$ cat src/rtl/dram_slot_arbiter.sv
// DRAM slot arbiter: runs the 4-fclk cycle rotation, picks one owner per DRAM
// cycle (refresh, video, Z80, DMA) and forwards its access to the controller.
module dram_slot_arbiter #(
  parameter int unsigned REFR_PERIOD = 64,
  parameter int unsigned DMA_STARVE  = 4
) (
  input  logic        fclk,
  input  logic        rst_n,
  output logic        cbeg,
  output logic        post_cbeg,
  output logic        pre_cend,
  output logic        cend,
  input  logic        cpu_req,
  input  logic        cpu_rnw,
  input  logic [20:0] cpu_addr,
  input  logic [7:0]  cpu_wrdata,
  input  logic        cpu_wrbsel,
  output logic        cpu_next,
  output logic        cpu_strobe,
  input  logic        vid_req,
  input  logic [20:0] vid_addr,
  output logic        vid_next,
  output logic        vid_strobe,
  input  logic        dma_req,
  input  logic        dma_rnw,
  input  logic [20:0] dma_addr,
  input  logic [15:0] dma_wrdata,
  input  logic [1:0]  dma_bsel,
  output logic        dma_next,
  output logic        dma_strobe,
  output logic        dram_req,
  output logic        dram_rnw,
  output logic [20:0] dram_addr,
  output logic [15:0] dram_wrdata,
  output logic [1:0]  dram_bsel,
  output logic        dram_rfsh
);

  localparam int unsigned AW = 21;
  localparam int unsigned DW = 16;
  localparam int unsigned RW = 7;
  localparam int unsigned SW = $clog2(DMA_STARVE + 1);

  // One-hot phase encoding; all-zero is the post-reset state before the first cbeg.
  typedef enum logic [3:0] {
    PH_RST  = 4'b0000,
    PH_CBEG = 4'b0001,
    PH_POST = 4'b0010,
    PH_PRE  = 4'b0100,
    PH_CEND = 4'b1000
  } phase_e;

  typedef enum logic [2:0] {
    OWN_IDLE = 3'd0,
    OWN_RFSH = 3'd1,
    OWN_VID  = 3'd2,
    OWN_CPU  = 3'd3,
    OWN_DMA  = 3'd4
  } owner_e;

  phase_e          phase_q, phase_d;
  owner_e          own_q, own_d, win;
  logic            req_q, req_d;
  logic            rfsh_q, rfsh_d;
  logic            rnw_q, rnw_d;
  logic [AW-1:0]   addr_q, addr_d;
  logic [DW-1:0]   wd_q, wd_d;
  logic [1:0]      bsel_q, bsel_d;
  logic            cpu_stb_q, cpu_stb_d;
  logic            vid_stb_q, vid_stb_d;
  logic            dma_stb_q, dma_stb_d;
  logic [RW-1:0]   rcnt_q, rcnt_d;
  logic            rpend_q, rpend_d;
  logic [SW-1:0]   scnt_q, scnt_d;
  logic            cend_c;
  logic            starved_c;

  assign cbeg      = (phase_q == PH_CBEG);
  assign post_cbeg = (phase_q == PH_POST);
  assign pre_cend  = (phase_q == PH_PRE);
  assign cend      = (phase_q == PH_CEND);
  assign cend_c    = cend;
  assign starved_c = (scnt_q == SW'(DMA_STARVE));

  // Phase rotation next-state.
  always_comb begin
    phase_d = phase_q;
    unique case (phase_q)
      PH_RST:  phase_d = PH_CBEG;
      PH_CBEG: phase_d = PH_POST;
      PH_POST: phase_d = PH_PRE;
      PH_PRE:  phase_d = PH_CEND;
      PH_CEND: phase_d = PH_CBEG;
      default: phase_d = PH_CBEG;
    endcase
  end

  // Priority pick; a slot is only granted to a requester that is asking.
  always_comb begin
    win = OWN_IDLE;
    if (rpend_q)                    win = OWN_RFSH;
    else if (vid_req)               win = OWN_VID;
    else if (dma_req && starved_c)  win = OWN_DMA;
    else if (cpu_req)               win = OWN_CPU;
    else if (dma_req)               win = OWN_DMA;
  end

  // Look-ahead grants must be seen by requesters inside the cend cycle, so they are combinational.
  assign vid_next = cend_c & ~rpend_q;
  assign cpu_next = cend_c & ~rpend_q & ~vid_req & ~(dma_req & starved_c);
  assign dma_next = cend_c & ~rpend_q & ~vid_req & dma_req & (starved_c | ~cpu_req);

  // Slot contents for the next DRAM cycle, captured on the cend edge.
  always_comb begin
    own_d  = own_q;
    req_d  = req_q;
    rfsh_d = rfsh_q;
    rnw_d  = rnw_q;
    addr_d = addr_q;
    wd_d   = wd_q;
    bsel_d = bsel_q;
    if (cend_c) begin
      own_d  = win;
      req_d  = 1'b0;
      rfsh_d = 1'b0;
      rnw_d  = 1'b0;
      addr_d = '0;
      wd_d   = '0;
      bsel_d = '0;
      unique case (win)
        OWN_RFSH: rfsh_d = 1'b1;
        OWN_VID: begin
          req_d  = 1'b1;
          rnw_d  = 1'b1;
          addr_d = vid_addr;
          bsel_d = 2'b11;
        end
        OWN_CPU: begin
          req_d  = 1'b1;
          rnw_d  = cpu_rnw;
          addr_d = cpu_addr;
          wd_d   = {cpu_wrdata, cpu_wrdata};
          bsel_d = cpu_rnw ? 2'b11 : {~cpu_wrbsel, cpu_wrbsel};
        end
        OWN_DMA: begin
          req_d  = 1'b1;
          rnw_d  = dma_rnw;
          addr_d = dma_addr;
          wd_d   = dma_wrdata;
          bsel_d = dma_bsel;
        end
        default: ;
      endcase
    end
  end

  // Read-data strobes land on the owner's cend cycle.
  always_comb begin
    cpu_stb_d = 1'b0;
    vid_stb_d = 1'b0;
    dma_stb_d = 1'b0;
    if ((phase_q == PH_PRE) && req_q && rnw_q) begin
      cpu_stb_d = (own_q == OWN_CPU);
      vid_stb_d = (own_q == OWN_VID);
      dma_stb_d = (own_q == OWN_DMA);
    end
  end

  // Refresh interval and DMA starvation bookkeeping, advanced once per DRAM cycle.
  always_comb begin
    rcnt_d  = rcnt_q;
    rpend_d = rpend_q;
    scnt_d  = scnt_q;
    if (cend_c) begin
      if (win == OWN_RFSH) rpend_d = 1'b0;
      if (rcnt_q == RW'(REFR_PERIOD - 1)) begin
        rcnt_d  = '0;
        rpend_d = 1'b1;
      end else begin
        rcnt_d = rcnt_q + RW'(1);
      end
      if (!dma_req || (win == OWN_DMA)) scnt_d = '0;
      else if (!starved_c)              scnt_d = scnt_q + SW'(1);
    end
  end

  // State registers.
  always_ff @(posedge fclk or negedge rst_n) begin
    if (!rst_n) begin
      phase_q   <= PH_RST;
      own_q     <= OWN_IDLE;
      req_q     <= 1'b0;
      rfsh_q    <= 1'b0;
      rnw_q     <= 1'b0;
      addr_q    <= '0;
      wd_q      <= '0;
      bsel_q    <= '0;
      cpu_stb_q <= 1'b0;
      vid_stb_q <= 1'b0;
      dma_stb_q <= 1'b0;
      rcnt_q    <= '0;
      rpend_q   <= 1'b0;
      scnt_q    <= '0;
    end else begin
      phase_q   <= phase_d;
      own_q     <= own_d;
      req_q     <= req_d;
      rfsh_q    <= rfsh_d;
      rnw_q     <= rnw_d;
      addr_q    <= addr_d;
      wd_q      <= wd_d;
      bsel_q    <= bsel_d;
      cpu_stb_q <= cpu_stb_d;
      vid_stb_q <= vid_stb_d;
      dma_stb_q <= dma_stb_d;
      rcnt_q    <= rcnt_d;
      rpend_q   <= rpend_d;
      scnt_q    <= scnt_d;
    end
  end

  assign dram_req    = req_q;
  assign dram_rfsh   = rfsh_q;
  assign dram_rnw    = rnw_q;
  assign dram_addr   = addr_q;
  assign dram_wrdata = wd_q;
  assign dram_bsel   = bsel_q;
  assign cpu_strobe  = cpu_stb_q;
  assign vid_strobe  = vid_stb_q;
  assign dma_strobe  = dma_stb_q;

endmodule

$ cat config.mk
export PLATFORM = sky130hd
export DESIGN_NAME = dram_slot_arbiter
export DESIGN_NICKNAME = d
export VERILOG_FILES = /design/src/rtl/dram_slot_arbiter.sv
export SDC_FILE = /design/constraint.sdc
export NUM_CORES = 1
export LEC_CHECK = 0
export BUFFER_PORTS_ARGS = -buffer_cell sky130_fd_sc_hd__buf_4
export CORE_UTILIZATION = 35
export DETAILED_ROUTE_END_ITERATION = 10
export PLACE_DENSITY_LB_ADDON = 0.08
export SYNTH_ARGS = -nofsm -noshare
export SYNTH_HDL_FRONTEND = slang
export SYNTH_SLANG_ARGS = --single-unit
export TNS_END_PERCENT = 20
$ cat constraint.sdc
create_clock -name fclk -period 2.7 [get_ports fclk]
set_clock_uncertainty 0.2 [all_clocks]
set_input_delay 0.54 -clock fclk [delete_from_list [all_inputs] [get_ports fclk]]
set_output_delay 0.54 -clock fclk [all_outputs]
set_load 0.1 [all_outputs]
; Word-level counts from Yosys, hierarchy flattened
; Index checks and enable logic that the tools add are counted.
[word_totals]
register_bits = 63
in_bits = 97
elab_cells = 72
[op_classes]
addsub = 2
n_eq_ne = 14
mux = 21
bitwise = 12
reduce_logical = 9
[op_table]
columns = operator, n
row1 = 21-bit case mux with 3 select lines, 1
row2 = 16-bit case mux with 2 select lines, 1
row3 = 3-bit 2-to-1 mux, 7
row4 = "3-bit by 2-bit equality test with 1-bit output, second input constant", 4
row5 = 4-bit case mux with 3 select lines, 1
row6 = "3-bit equality test, second input constant", 3
row7 = "7-bit by 1-bit adder with 7-bit output, second input constant", 1
row8 = "7-bit by 6-bit equality test with 1-bit output, second input constant", 1
row9 = 1-bit 2-to-1 mux, 7
row10 = 7-bit 2-to-1 mux, 1
row11 = 1-bit AND, 6
row12 = 2-bit case mux with 3 select lines, 1
row13 = 1-bit NOT, 5
row14 = "4-bit by 1-bit equality test with 1-bit output, second input constant", 1
row15 = "4-bit by 2-bit equality test with 1-bit output, second input constant", 1
row16 = "4-bit by 3-bit equality test with 1-bit output, second input constant", 1
row17 = "4-bit equality test, second input constant", 1
row18 = 2-bit AND reduction, 2
row19 = "3-bit by 1-bit adder with 3-bit output, second input constant", 1
row20 = "3-bit by 1-bit equality test with 1-bit output, second input constant", 1
row21 = 1-bit logical AND, 3
row22 = 1-bit case mux with 3 select lines, 1
row23 = 3-bit OR reduction, 1
row24 = 2-bit 2-to-1 mux, 1
row25 = other kinds (5), 5

; Depth between registers and ports, before layout
[logic_depth]
ltp_word = 9
depth_mapped = 7

; Worst setup path before layout
; No wires, ideal clock.
[synth_path]
path_kind = register to register
from = register phase_q[1]
to = register dma_stb_q, in the netlist dma_strobe
arrival_time_ns = 4.569
slack_ns = -2.180
path_stages_with_launch = 4
path_buffers = 0
cell_sequence = dfrtp_1 > nor4b_1 > nand3_1 > nor4b_1
[synth_between]
elab_chain_cells = 4
[synth_rtl]
columns = item, line_no
row1 = from (decl), 61  ; phase_e phase_q, phase_d;
row2 = from (signal assigned), 205  ; phase_q <= phase_d;
row3 = 4-bit by 3-bit equality test with 1-bit output, n/a
row4 = named net pre_cend, 11  ; output logic pre_cend,
row5 = 1-bit logical AND (2 in series), 162  ; if ((phase_q == PH_PRE) && req_q && rnw_q) begin
row6 = 1-bit 2-to-1 mux, 162
row7 = named net dma_stb_d, 71  ; logic dma_stb_q, dma_stb_d;
row8 = to (signal assigned), 215  ; dma_stb_q <= dma_stb_d;
row9 = to (decl), 71
; The timed path passes the listed nets, and every way through them passes these cells.
; A chain may end at the register's enable or synchronous reset.

; Final worst setup path
[layout_path]
from = register phase_q[1]
to = output dma_next
[layout_between]
elab_chain_cells = 5
[layout_rtl]
columns = item, line_no
row1 = 4-bit equality test, 81  ; assign cend = (phase_q == PH_CEND);
row2 = 1-bit AND (4 in series), 111  ; assign dma_next = cend_c & ~rpend_q & ~vid_req & dma_req & (starved_c | ~cpu_req);
row3 = to (decl), 29  ; output logic dma_next,
; No other way between the ends.

==> flow_summary_export.csv <==
group,metric,value,unit
synthesis,yosys_warnings,0,
floorplanning,die_w,99.1,um
global_routing,grt_pass1_vias,3472,
detailed_routing,detail_route.wl_per_cell,17.8,um
timing,rsz0062_at_grt,"false",
synthesis,synth_nets,452,
worst_setup_path,ff2ff_setup_slack,0.44,ns
placement,dp.final_hpwl,6.89,mm
worst_setup_path,cp.arrival,1.88,ns
power,cellInternalPower,0.00178,W
worst_setup_path,cp-end-kind,"primary output",
power,swShare,41.3,%
worst_setup_path,start_kind,"flop",
timing,finalCritPeriodShare,97.0,%
synthesis,ys_async_sr_fraction,100,%
worst_setup_path,crit_type,"flop to primary output",
synthesis,syn_area,3300,um^2
power,powerDensity,632,nW/um^2
detailed_routing,route.detailed.drc,0,
final_layout,final_cells,608,
floorplanning,die_h,99.1,um
clocking,postCtsSetupRepairBufs,0,
clocking,postCtsHoldBufs,0,
detailed_routing,drt-pass1-iter-count,4,
detailed_routing,vias,3423,
floorplanning,core_region_area,9200,um^2
synthesis,synth-seq-cells,63,
synthesis,synth_seq_area_share,47.7,%
global_routing,antenna_found_initial,0,
synthesis,synthCells,352,
worst_setup_path,crit_slowest_cell,"or4b_4",
timing,hold_viol,0,
worst_setup_path,r2r_cells,5,
timing,setup_viol,0,
placement,dp_cells,591,
clocking,cts_buffers,9,
power,power_frac_comb,35.5,%
clocking,cts_tree,"done",
timing,clock.fmax,382,MHz
final_layout,antenna_cells,0,
final_layout,layout_common_cells,"160 x buf_4, 63 x dfrtp_1, 44 x nand3_1",
timing,max-slew-margin-rel,22.2,%
clocking,htreeDepth,3,
worst_setup_path,crit_required,1.96,ns
final_layout,regArea,1580,um^2
worst_setup_path,cp_slowest_stage_delay,0.59,ns
placement,io_buffers,148,
placement,pre_cts_slack,0.196,ns
power,vdd_drop_max,0.000310,V
timing,drv_slew,0,
synthesis,ys.flop_type,"dfrtp_1",
clocking,clk_pin_slew,0.07,ns
global_routing,grt_usage,22.8,%
detailed_routing,routed_wl,10.8,mm
final_layout,postLayoutCellArea,4810,um^2
placement,gp_congestion,0.756,
worst_setup_path,cp_max_fo,35,
floorplanning,start_util,35.9,%
final_layout,final_common_cell,"buf_4",
global_routing,overflow,0,
power,p_clk_share,28.3,%
final_layout,multi_input_area,1570,um^2
final_layout,final_core_utilization,52.3,%
global_routing,grt_max_degree,64,
worst_hold_path,min_path_type,"primary input to asynchronous set/reset pin",
run_status,status,"finished, final reports clean",
final_layout,nFillCells,900,
power,switchingPower,0.00125,W
worst_setup_path,crit_chain,"or4b_4 -> buf_12 -> nor2_2 -> buf_8",
synthesis,synth-edff-count,0,
floorplanning,die_area,9830,um^2
synthesis,syn_avg_cell_area,9.38,um^2
detailed_routing,dr.first_iter.drc_count,124,
detailed_routing,viasPerCell,5.63,
power,pwr-share-seq,36.2,%
placement,dpl_cell_area,4550,um^2
timing,period_needed,2.62,ns
clocking,cts.sinks,63,
clocking,clk_path_buf_depth,2,
global_routing,grt_pass1_wl,17.3,mm
timing,tightest_slew,1.16,ns
timing,fin_ws,0.0802,ns
final_layout,area_delta_synth_final,45.6,%
clocking,ctsRootBufferMaster,"clkbuf_8",
detailed_routing,ant_nets,0,
run,cap_violations,0,
clocking,clk_latency,0.35,ns
timing,holdWs,0.0886,ns
floorplanning,top_level_ports,149,
floorplanning,rows,35,
final_layout,fin_nets,592,
power,p_leak,2.21,nW
synthesis,synth.distinct_cells,40,
final_layout,drive_above_1_share,39.4,%
[layer usage]
metal / share of wire (%) / global-route usage, % / up-vias / wire length (um)
met5: 0 / 0 / - / 0
met4: 1.1 / 7.35 / 0 / 124
met3: 6.7 / 6.54 / 9 / 725
met2: 48 / 38.4 / 116 / 5230
met1: 44 / 28.2 / 1671 / 4750
li1: - / - / 1627 / -
[kinds of logic (layout without fill, tap and decap cells)]
logic type	count (synthesis)	in the layout	share of synthesized area, %
AND/OR/NAND/NOR	156	156	24.6
AO/OA/AOI/OAI	84	84	19.2
flip-flops	63	63	47.7
buffers and inverters	42	187	6.10
adder cells (fa/ha/maj)	3	3	1.14
XOR/XNOR	2	2	0.530
multiplexers	2	2	0.682
[Yosys cell counts, drive strengths merged, types with 2 or more instances]
cell / count / area share [%]
or4b: 2 / 0.61
inv: 6 / 0.68
dfrtp: 63 / 48
nand4: 30 / 5.7
a32oi: 24 / 6.4
a21oi: 4 / 0.61
nor3: 2 / 0.30
nand3: 44 / 6.7
nor4b: 7 / 1.9
ha: 3 / 1.1
nor2: 21 / 2.4
nor2b: 3 / 0.57
clkbuf: 25 / 2.8
a22oi: 22 / 5.0
o21ai: 9 / 1.4
a31oi: 16 / 3.0
mux2: 2 / 0.68
buf: 11 / 2.6
nand2b: 4 / 0.76
nand2: 38 / 4.3
[flip-flops by register name, indices dropped and copies added (netlist names), 2 cells and up]
signal       cells
own_q            3
dram_wrdata     16
scnt_q           3
phase_q          4
dram_bsel        2
dram_addr       21
rcnt_q           7
[power groups by stage]
| stage | sequential [W] | clock (W) | combinational, W |
|---|---|---|---|
| finish | 0.00110 | 0.000860 | 0.00108 |
| global route | 0.00111 | 0.000927 | 0.00114 |
| CTS | 0.00110 | 0.000884 | 0.00108 |
| detailed placement | 0.00112 | 0 | 0.00108 |
| global placement | 0.00111 | 0 | 0.00108 |
| floorplan | 0.00162 | 0 | 0.000236 |
[stage by stage]
step	total power (W)	setup TNS (ns)
after global routing	0.00317	0
after global placement	0.00219	0
after CTS	0.00307	0
final	0.00304	0
after detailed placement	0.00220	0
after floorplan	0.00186	-1.27
[worst max-delay path: cells and delay by family (launching register included)]
| kind | cells | cell delay [ns] |
|---|---|---|
| simple gates | 2 | 0.74 |
| buf+inv | 2 | 0.42 |
| flops | 1 | 0.38 |
[layout make-up]
cell class / count / area share, %
clock inverter: 6 / 1.43
timing repair buffer: 165 / 26.9
tap: 111 / 2.89
clock buffer: 10 / 2.86
sequential: 63 / 32.8
inverter: 6 / 0.468
multi-input combinational: 247 / 32.7
[worst paths after layout]
check                                     start                    endpoint
max reg2reg                phase_q[1]$_DFF_PN0_    dram_addr[0]$_DFFE_PN0P_
min                                       rst_n        phase_q[2]$_DFF_PN0_
max                        phase_q[1]$_DFF_PN0_                    dma_next
min in group fclk                 dma_wrdata[7]  dram_wrdata[7]$_DFFE_PN0P_
max in group asynchronous                 rst_n       scnt_q[0]$_DFFE_PN0P_
min reg2reg                own_q[0]$_DFFE_PN0P_        dma_strobe$_DFF_PN0_
[timing repair]
item,in CTS,in global routing
hold endpoints to repair,0,0
setup endpoints to repair,3,0
resized for setup,5,0
Power figures use the tool's default switching activity.
